===== src/rtl/hazard_pkg.sv =====
// Shared types for the hazard scoreboard: in-flight slot record,
// select-width helper and the hard-wired zero register address.
package hazard_pkg;

    // Slot rd field is stored at a fixed width; narrower register
    // addresses are zero-extended into it.
    localparam int RD_MAX_W = 8;

    localparam logic [RD_MAX_W-1:0] REG_ZERO = '0;

    typedef struct packed {
        logic                valid;
        logic                wr_en;
        logic [RD_MAX_W-1:0] rd;
        logic                from_mem;
    } slot_t;

    // One-hot select: register file plus one bit per tracked slot.
    function automatic int sel_width(input int depth);
        return depth + 1;
    endfunction

endpackage


===== src/rtl/hazard_match.sv =====
// One source operand checked against every in-flight slot.
// Ports: use_rs/rs (source), slots (history), sel (one-hot), load_hit.
module hazard_match
    import hazard_pkg::*;
#(
    parameter int DEPTH            = 3,
    parameter int LOAD_READY       = 1,
    parameter int RF_WRITE_THROUGH = 0
) (
    input  logic                use_rs,
    input  logic [RD_MAX_W-1:0] rs,
    input  slot_t [DEPTH-1:0]   slots,
    output logic [DEPTH:0]      sel,
    output logic                load_hit
);

    logic [DEPTH-1:0] hit;
    logic             found;

    always_comb begin
        hit = '0;
        for (int k = 0; k < DEPTH; k++) begin
            hit[k] = use_rs && slots[k].valid && slots[k].wr_en &&
                     (slots[k].rd == rs) && (rs != REG_ZERO);
            // With write-through the RF already returns the value
            // retiring from the last slot.
            if (RF_WRITE_THROUGH != 0 && k == DEPTH-1) begin
                hit[k] = 1'b0;
            end
        end
    end

    // Youngest (lowest index) match wins.
    always_comb begin
        sel      = '0;
        load_hit = 1'b0;
        found    = 1'b0;
        for (int k = 0; k < DEPTH; k++) begin
            if (hit[k] && !found) begin
                found    = 1'b1;
                sel[k+1] = 1'b1;
                load_hit = slots[k].from_mem && (k < LOAD_READY);
            end
        end
        sel[0] = !found;
    end

endmodule


===== src/rtl/hazard_scoreboard.sv =====
// Forwarding-select and load-use stall unit beside decode.
// Ports: id_* (decode fields), flush, fwd_sel, stall, slot_busy, stall_count.
module hazard_scoreboard
    import hazard_pkg::*;
#(
    parameter int DEPTH            = 3,
    parameter int NUM_SRC          = 2,
    parameter int REG_AW           = 5,
    parameter int LOAD_READY       = 1,
    parameter int RF_WRITE_THROUGH = 0,
    parameter int CNT_W            = 32
) (
    input  logic                              clk,
    input  logic                              rst,
    input  logic                              id_valid,
    input  logic [NUM_SRC*REG_AW-1:0]         id_rs_addr,
    input  logic [NUM_SRC-1:0]                id_use_rs,
    input  logic [REG_AW-1:0]                 id_rd_addr,
    input  logic                              id_wb_en,
    input  logic                              id_wb_from_mem,
    input  logic                              flush,
    output logic [NUM_SRC*sel_width(DEPTH)-1:0] fwd_sel,
    output logic                              stall,
    output logic [DEPTH-1:0]                  slot_busy,
    output logic [CNT_W-1:0]                  stall_count
);

    slot_t [DEPTH-1:0] slots;
    slot_t             dec;
    logic [NUM_SRC-1:0] load_hit;

    for (genvar i = 0; i < NUM_SRC; i++) begin : g_src
        hazard_match #(
            .DEPTH            (DEPTH),
            .LOAD_READY       (LOAD_READY),
            .RF_WRITE_THROUGH (RF_WRITE_THROUGH)
        ) u_match (
            .use_rs   (id_use_rs[i]),
            .rs       (RD_MAX_W'(id_rs_addr[i*REG_AW +: REG_AW])),
            .slots    (slots),
            .sel      (fwd_sel[i*(DEPTH+1) +: DEPTH+1]),
            .load_hit (load_hit[i])
        );
    end

    // Flush outranks the load-use hazard.
    assign stall = id_valid && !flush && (|load_hit);

    always_comb begin
        dec.valid    = id_valid && !stall && !flush;
        dec.wr_en    = id_wb_en;
        dec.rd       = RD_MAX_W'(id_rd_addr);
        dec.from_mem = id_wb_from_mem;
    end

    always_comb begin
        slot_busy = '0;
        for (int k = 0; k < DEPTH; k++) begin
            slot_busy[k] = slots[k].valid && slots[k].wr_en;
        end
    end

    always_ff @(posedge clk or negedge rst) begin
        if (!rst) begin
            slots       <= '0;
            stall_count <= '0;
        end else begin
            slots[0] <= dec.valid ? dec : '0;
            // The oldest slot retires regardless; everything younger
            // is killed on the way down when flushing.
            for (int k = 1; k < DEPTH; k++) begin
                slots[k] <= slots[k-1];
                if (flush) begin
                    slots[k].valid <= 1'b0;
                end
            end
            if (stall && stall_count != '1) begin
                stall_count <= stall_count + 1'b1;
            end
        end
    end

endmodule


===== config.mk =====
export PLATFORM = sky130hd
export DESIGN_NAME = hazard_scoreboard
export DESIGN_NICKNAME = d
export VERILOG_FILES = /design/src/rtl/hazard_pkg.sv /design/src/rtl/hazard_match.sv /design/src/rtl/hazard_scoreboard.sv
export SDC_FILE = /design/constraint.sdc
export NUM_CORES = 1
export LEC_CHECK = 0
export BUFFER_PORTS_ARGS = -buffer_cell sky130_fd_sc_hd__buf_2
export CAP_MARGIN = 20
export CORE_MARGIN = 1
export CORE_UTILIZATION = 54
export DETAILED_ROUTE_END_ITERATION = 6
export GPL_TIMING_DRIVEN = 0
export PLACE_DENSITY = 0.8
export REMOVE_ABC_BUFFERS = 1
export SLEW_MARGIN = 15
export SYNTH_ARGS = -nofsm -noshare
export SYNTH_HDL_FRONTEND = slang
export SYNTH_HIERARCHICAL = 1
export SYNTH_SLANG_ARGS = --single-unit

===== constraint.sdc =====
create_clock -name clk -period 3.05 [get_ports clk]
set_clock_uncertainty 0.15 [all_clocks]
set_input_delay 0.305 -clock clk [delete_from_list [all_inputs] [get_ports clk]]
set_output_delay 0.305 -clock clk [all_outputs]
set_load 0.03 [all_outputs]

==> results of run 1 <==
-- area by class of cell --
type | count | area share (%)
Sequential cell | 54 | 36.0
Inverter | 1 | 0.100
Timing Repair Buffer | 68 | 9.61
Clock inverter | 2 | 1.60
Clock buffer | 6 | 2.20
Tap cell | 70 | 2.34
Multi-Input combinational cell | 264 | 48.1
-- what timing repair did --
action,in CTS,in global routing
hold endpoints to repair,25,0
hold buffers,1,0
resized for setup,0,2
endpoints found under the setup margin,0,2
-- how the worst min path moves through the flow --
stage | startpoint | endpoint | slack [ns] | depth (start not counted)
floorplan | rst | slots[0] | -0.14 | 0
global placement | slots[1] | slots[12] | 0.26 | 0
detailed placement | rst | stall_count[5] | 0.20 | 1
CTS | flush | slots[32] | 0.04 | 2
global route | flush | slots[21] | 0.04 | 2
finish | flush | slots[21] | 0.04 | 2
-- flip-flops by register name, summed over array words and instances, names as in the netlist --
signal	count
slots	22
stall_count	32
-- where the power goes --
group / internal (mW) / switching, mW
logic: 0.0612 / 0.0708
registers: 0.726 / 0.0112
clock network: 0.350 / 0.229
-- metal layers --
metal,track usage [%],vias to the layer above,share of wire (%)
li1,-,1178,-
met1,31.7,1153,45
met2,40.4,55,50
met3,4.76,6,3.9
met4,7.69,0,0.83
met5,0,-,0
-- through the flow --
| step | utilization (%) | hold slack [ns] | setup slack, ns | cell area [sq um] |
|---|---|---|---|---|
| after global routing | 71.6 | 0.0380 | 0.0253 | 3750 |
| after detailed placement | 68.3 | 0.195 | 0.104 | 3580 |
| after CTS | 71.3 | 0.0392 | 0.121 | 3730 |
| final | 71.6 | 0.0380 | 0.170 | 3750 |
| after global placement | 68.0 | 0.265 | 0.214 | 3560 |
| after floorplan | - | -0.141 | 0.140 | 3140 |
-- cell usage in the layout, fill, tap and decap left out, types with 6 or more instances in the layout --
cell,instances
nand3_1,32
nand4_1,15
nor2_1,8
xnor2_1,75
dfrtp_1,54
clkbuf_8,6
and2_1,13
and3_1,8
nor2b_1,7
nand2_1,18
conb_1,42
buf_2,66
==> metrics.md, run 1 <==
| Metric | Value |
|---|---|
| DP Wirelength | 5030 microns |
| Clock Pin Slew Worst Setup and Hold Paths | 0.10 ns |
| Gpl congestion | 0.780 |
| Io pins | 67 |
| Yosys Warn Count | 6 |
| Vias in the first global route | 2366 |
| Top delay family on crit path | simple AND/OR/NAND/NOR gates |
| GRT Overall Usage | 24.3% |
| Layout area overhead | 24.6% |
| Initial antenna violation count | 0 |
| Buffers on Ports | 66 |
| Rel. slew slack | 61.0% |
| Crit start category | flip-flop |
| Buf/Inv on CP | 0 |
| Final setup TNS | 0 ns |
| Pwr Density | 386 mW/mm^2 |
| DRT iter0 DRCs | 184 |
| Syn_area_per_cell | 10.8 sq um |
| WS Path Type | flip-flop to flip-flop |
| Clk sinks | 54 |
| DIE AREA | 0.00588 sq mm |
| CORE AREA | 0.00524 sq mm |
| CP most frequent cell | nand3_1 |
| Start point of the critical path | slots[3] |
| CTS tree | built |
| Max Buffers Root-to-Sink | 2 |
| Fmax | 347 MHz |
| Stages on the worst setup path | 9 |
| Worst r2r dst | stall_count[24] |
| CP cell instances | xnor2_1, nand4_1, nor4_4, and2_1, or2_2, nand3_1, nor3_1, nand3_1, mux2_1 |
| Status | complete, no violations |
| Final-stage net count | 418 |
| Worst Setup EP | stall_count[24] |
| H-tree levels | 2 |
| Fin crit share | 94.4% |
| Total Wirelength | 6500 microns |
| Setup Fix Bufs, Post-CTS | 0 |
| Die H | 76.7 microns |
| Critical R2R Launch | slots[3] |
| DRC | 0 |
| N_diodes | 0 |
| Mapped Area | 0.00301 sq mm |
| Layout fillers | 389 |
| GRT overflow | 0 |
| Fin. Hold Viols | 0 |
| Critical Path AT | 2.92 ns |
| Worst-margin pin slew | 0.585 ns |
| Final setup fails | 0 |
| Vias per std cell | 5.14 |
| Antenna violation net count after detailed routing | 0 |
| Multi-input logic area | 0.00180 sq mm |
| Drt pass-1 iters | 4 |
| Hold Crit Class | primary input to flip-flop |
| P_leak | 1.73 nW |
| Placed insts | 456 |
| Die X | 76.7 microns |
| Via count | 2392 |
| Final Max Slew Viols | 0 |
| Pwr Total | 1.45 mW |
| Max-capacitance violation count | 0 |
| Wire per inst | 14.0 microns |
| Clk root buf | clkbuf_8 |
| Critical Path End Type | flip-flop |
| Register-to-Register Path Depth | 9 |
| IR drop worst, VDD | 0.000249 V |
| Minimum clock period | 2.88 ns |
| R2R Setup Slk | 0.17 ns |
| Critical Path RT | 3.09 ns |
| Unrepaired setup endpoints after global routing | no |
| Cell count after synthesis | 280 |
| Initial core utilization | 57.5% |
| Global-route wire length before repair | 11200 microns |
| Cell Rows | 26 |
| Worst path max stage delay | 0.44 ns |
| Final cell count without fillers | 465 |
| Slowest cell on crit path | dfrtp_1 |
| Largest net degree at the start of global routing | 30 |
| Crit-path max FO | 5 |
| Share of layout cells above drive strength 1 | 24.3% |
| Register area | 0.00135 sq mm |
| Clk_lat worst skew | 0.30 ns |
| TritonCTS Buffers | 5 |
No activity file was read; power rests on OpenSTA's default activity.
==> run 2: changes to the inputs <==
--- a/config.mk
+++ b/config.mk
@@ -8,13 +8,12 @@
 export BUFFER_PORTS_ARGS = -buffer_cell sky130_fd_sc_hd__buf_2
 export CAP_MARGIN = 20
 export CORE_MARGIN = 1
-export CORE_UTILIZATION = 54
+export CORE_UTILIZATION = 53
 export DETAILED_ROUTE_END_ITERATION = 6
 export GPL_TIMING_DRIVEN = 0
-export PLACE_DENSITY = 0.8
+export PLACE_DENSITY = 0.81
 export REMOVE_ABC_BUFFERS = 1
 export SLEW_MARGIN = 15
 export SYNTH_ARGS = -nofsm -noshare
 export SYNTH_HDL_FRONTEND = slang
-export SYNTH_HIERARCHICAL = 1
 export SYNTH_SLANG_ARGS = --single-unit
==> metrics.md, run 2 <==
| Metric | Value |
|---|---|
| Commonest non-fill, non-tap cell in the layout | buf_2 |
| Seq pwr share | 58.5% (+7.6 points) |
| Crit-path max FO | 7 (+2) |
| Final cell count without fillers | 381 (-18%) |
| Initial core utilization | 55.6% (-1.9 points) |
| # resized after CTS | 0 (unchanged) |
| CTS tree | built |
| Worst slack, placed | 0.314 ns (+0.210 ns) |
| Commonest cells after routing, fill and taps aside | 66 x buf_2, 54 x dfrtp_1, 39 x xnor2_1 |
| Crit start category | flip-flop |
| Cell Rows | 25 (-3.8%) |
| Minimum clock period | 2.62 ns (-0.259 ns) |
| Clk_lat worst skew | 0.31 ns (about the same) |
| Die X | 72.6 microns (-5.3%) |
| Status | complete, no violations |
| Post-synth ARST share | 100% |
| Register area | 0.00135 sq mm (unchanged) |
| Final setup TNS | 0 ns (unchanged) |
| Global-route wire length before repair | 8960 microns (-20%) |
| Antenna violation net count after detailed routing | 0 (unchanged) |
| IR drop worst, VDD | 0.000230 V (-7.3%) |
| Max reg flops | 32 (unchanged) |
| Yosys reg bits | 54 |
| Clk root buf | clkbuf_8 |
| Max Buffers Root-to-Sink | 2 (unchanged) |
| Die H | 72.6 microns (-5.3%) |
| DIE AREA | 0.00527 sq mm (-10%) |
| Internal power | 0.976 mW (-14%) |
| Max-capacitance violation count | 0 (unchanged) |
| Placed insts | 372 (-18%) |
| EDFF count, synth | 0 |
| Final Max Slew Viols | 0 (unchanged) |
| Synth cell count leaders | 54 x dfrtp_1, 39 x xnor2_1, 21 x nand4_1, 21 x xor2_1, 18 x nand2_1 |
| P_leak | 1.57 nW (-9.0%) |
| Critical Path AT | 2.17 ns (-0.75 ns) |
| Layout fillers | 400 (+2.8%) |
| Io pins | 67 (unchanged) |
| Seq/Total Area, Yosys | 51.1% |
| DP Wirelength | 4120 microns (-18%) |
| WS Path Type | flip-flop to primary output |
| Worst-margin pin slew | 0.842 ns (+0.257 ns) |
| DRT iter0 DRCs | 86 (-53%) |
| Layout area overhead | 20.0% |
| Logic pwr share | 7.1% (-2.0 points) |
| Buffers on Ports | 66 (unchanged) |
| Setup Fix Bufs, Post-CTS | 0 (unchanged) |
| Reg with most FFs | stall_count |
| Rel. slew slack | 43.8% (-17 points) |
| H-tree levels | 2 (unchanged) |
| Setup ws final | 0.429 ns (+0.259 ns) |
| Top delay family on crit path | simple AND/OR/NAND/NOR gates |
| Share of layout cells above drive strength 1 | 27.4% (+3.1 points) |
| Synth top area cells | dfrtp_1 51%, xnor2_1 13%, xor2_1 7.0% |
| Final-stage net count | 337 (-19%) |
| Via count | 2019 (-16%) |
| Worst path max stage delay | 0.55 ns (+0.11 ns) |
| Psw | 0.282 mW (-9.3%) |
| Largest net degree at the start of global routing | 33 (+10%) |
| Wire per inst | 14.0 microns (about the same) |
| Pwr Density | 397 mW/mm^2 (+2.7%) |
| N_diodes | 0 (unchanged) |
| Critical Path End Type | primary output |
| DRC | 0 (unchanged) |
| Mapped Area | 0.00264 sq mm (-12%) |
| CP cell instances | xnor2_1, nand4_1, nor4_4, or2_2, and3_1, buf_2 |
| Buf/Inv on CP | 1 (+1) |
| Top Registers | stall_count (32), slots (22) |
| Total Wirelength | 5330 microns (-18%) |
| Top-count cell post-synth | dfrtp_1 |
| Clock Pin Slew Worst Setup and Hold Paths | 0.09 ns (about the same) |
| Critical Path RT | 2.59 ns (-0.50 ns) |
| Largest area contributor in the netlist | dfrtp_1 |
| Vias per std cell | 5.30 (+3.0%) |
| Clock network fraction of design power | 34.4% (-5.6 points) |
| Syn_area_per_cell | 11.0 sq um (+2.0%) |
| Fin crit share | 85.9% (-8.5 points) |
| Clk sinks | 54 (unchanged) |
| TritonCTS Buffers | 5 (unchanged) |
| Hold Crit Class | primary input to flip-flop |
| Fin. Hold Viols | 0 (unchanged) |
| Fmax | 382 MHz (+9.9%) |
| Cell count after synthesis | 241 (-14%) |
| CORE AREA | 0.00475 sq mm (-9.2%) |
| Final setup fails | 0 (unchanged) |
| Slowest cell on crit path | nor4_4 |
| Yosys Warn Count | 0 (-6) |
| Synth top area share | 51.1% |
| Initial antenna violation count | 0 (unchanged) |
| Drt pass-1 iters | 4 (unchanged) |
| Multi-input logic area | 0.00125 sq mm (-31%) |
| Unrepaired setup endpoints after global routing | no |
| Vias in the first global route | 1952 (-17%) |
| Gpl congestion | 0.770 (-1.3%) |
| Sw Share | 22.5% (+0.96 points) |
| Synth Flop Type | dfrtp_1 |
| Synth cell types | 31 |
| GRT Overall Usage | 22.9% (-1.3 points) |
| GRT overflow | 0 (unchanged) |
## run 2: layer usage
| layer | wire [microns] | part of all wire (%) | vias up | GRT usage [%] |
|---|---|---|---|---|
| met5 | 0 | 0 | - | 0 |
| li1 | - | - | 973 | - |
| met4 | 120 | 2.3 | 0 | 10.0 |
| met1 | 2440 | 46 | 978 | 30.5 |
| met2 | 2480 | 46 | 57 | 35.5 |
| met3 | 288 | 5.4 | 11 | 6.22 |
## run 2: cell type report
cell class / instances / share of cell area (%)
clock inverters: 1 / 0.276
repair buffers: 68 / 11.4
clock buffers: 7 / 3.04
multi-input cells: 178 / 39.4
well taps: 67 / 2.64
flip-flops and latches: 54 / 42.6
inverters: 6 / 0.710
## run 2: final timing paths
kind / startpoint / endpoint / slack [ns] / cells after the start
min in group asynchronous: rst / stall_count[25] / 0.33 / 2
worst min register to register: slots[9] / slots[20] / 0.22 / 0
max in group asynchronous: rst / slots[3] / 1.88 / 3
worst min-delay path: flush / slots[21] / 0.03 / 2
worst max register to register: stall_count[4] / stall_count[25] / 0.48 / 6
worst max-delay path: slots[3] / stall / 0.43 / 6
## run 2: what timing repair did
action,CTS,global route
hold buffers,1,0
setup endpoints to repair,0,0
hold endpoints to repair,22,0
## run 2: cell families after synthesis
logic type	count (synthesis)	share of synthesized area (%)
multiplexers	1	0.568
buffers and inverters	9	1.61
adder cells (fa/ha/maj)	1	0.473
AND/OR/NAND/NOR	109	23.7
flip-flops	54	51.1
AO/OA/AOI/OAI	7	2.65
XOR/XNOR	60	19.9
## run 2: per-stage QoR
| step | instance area [sq um] | hold slack, ns | total power [mW] | util, % |
|---|---|---|---|---|
| floorplan | 2620 | -0.141 | 0.791 | - |
| global placement | 3040 | 0.210 | 0.834 | 63.9 |
| detailed placement | 3060 | 0.150 | 0.840 | 64.3 |
| CTS | 3170 | 0.0246 | 1.27 | 66.7 |
| global route | 3170 | 0.0268 | 1.31 | 66.7 |
| finish | 3170 | 0.0319 | 1.26 | 66.7 |
## run 2: power groups by stage
stage,Combinational [mW],Clock (mW),Sequential (mW)
final,0.0891,0.433,0.736
after global routing,0.0992,0.475,0.738
after CTS,0.0909,0.442,0.736
after detailed placement,0.0893,0,0.750
after global placement,0.0849,0,0.750
after floorplan,0.0424,0,0.749
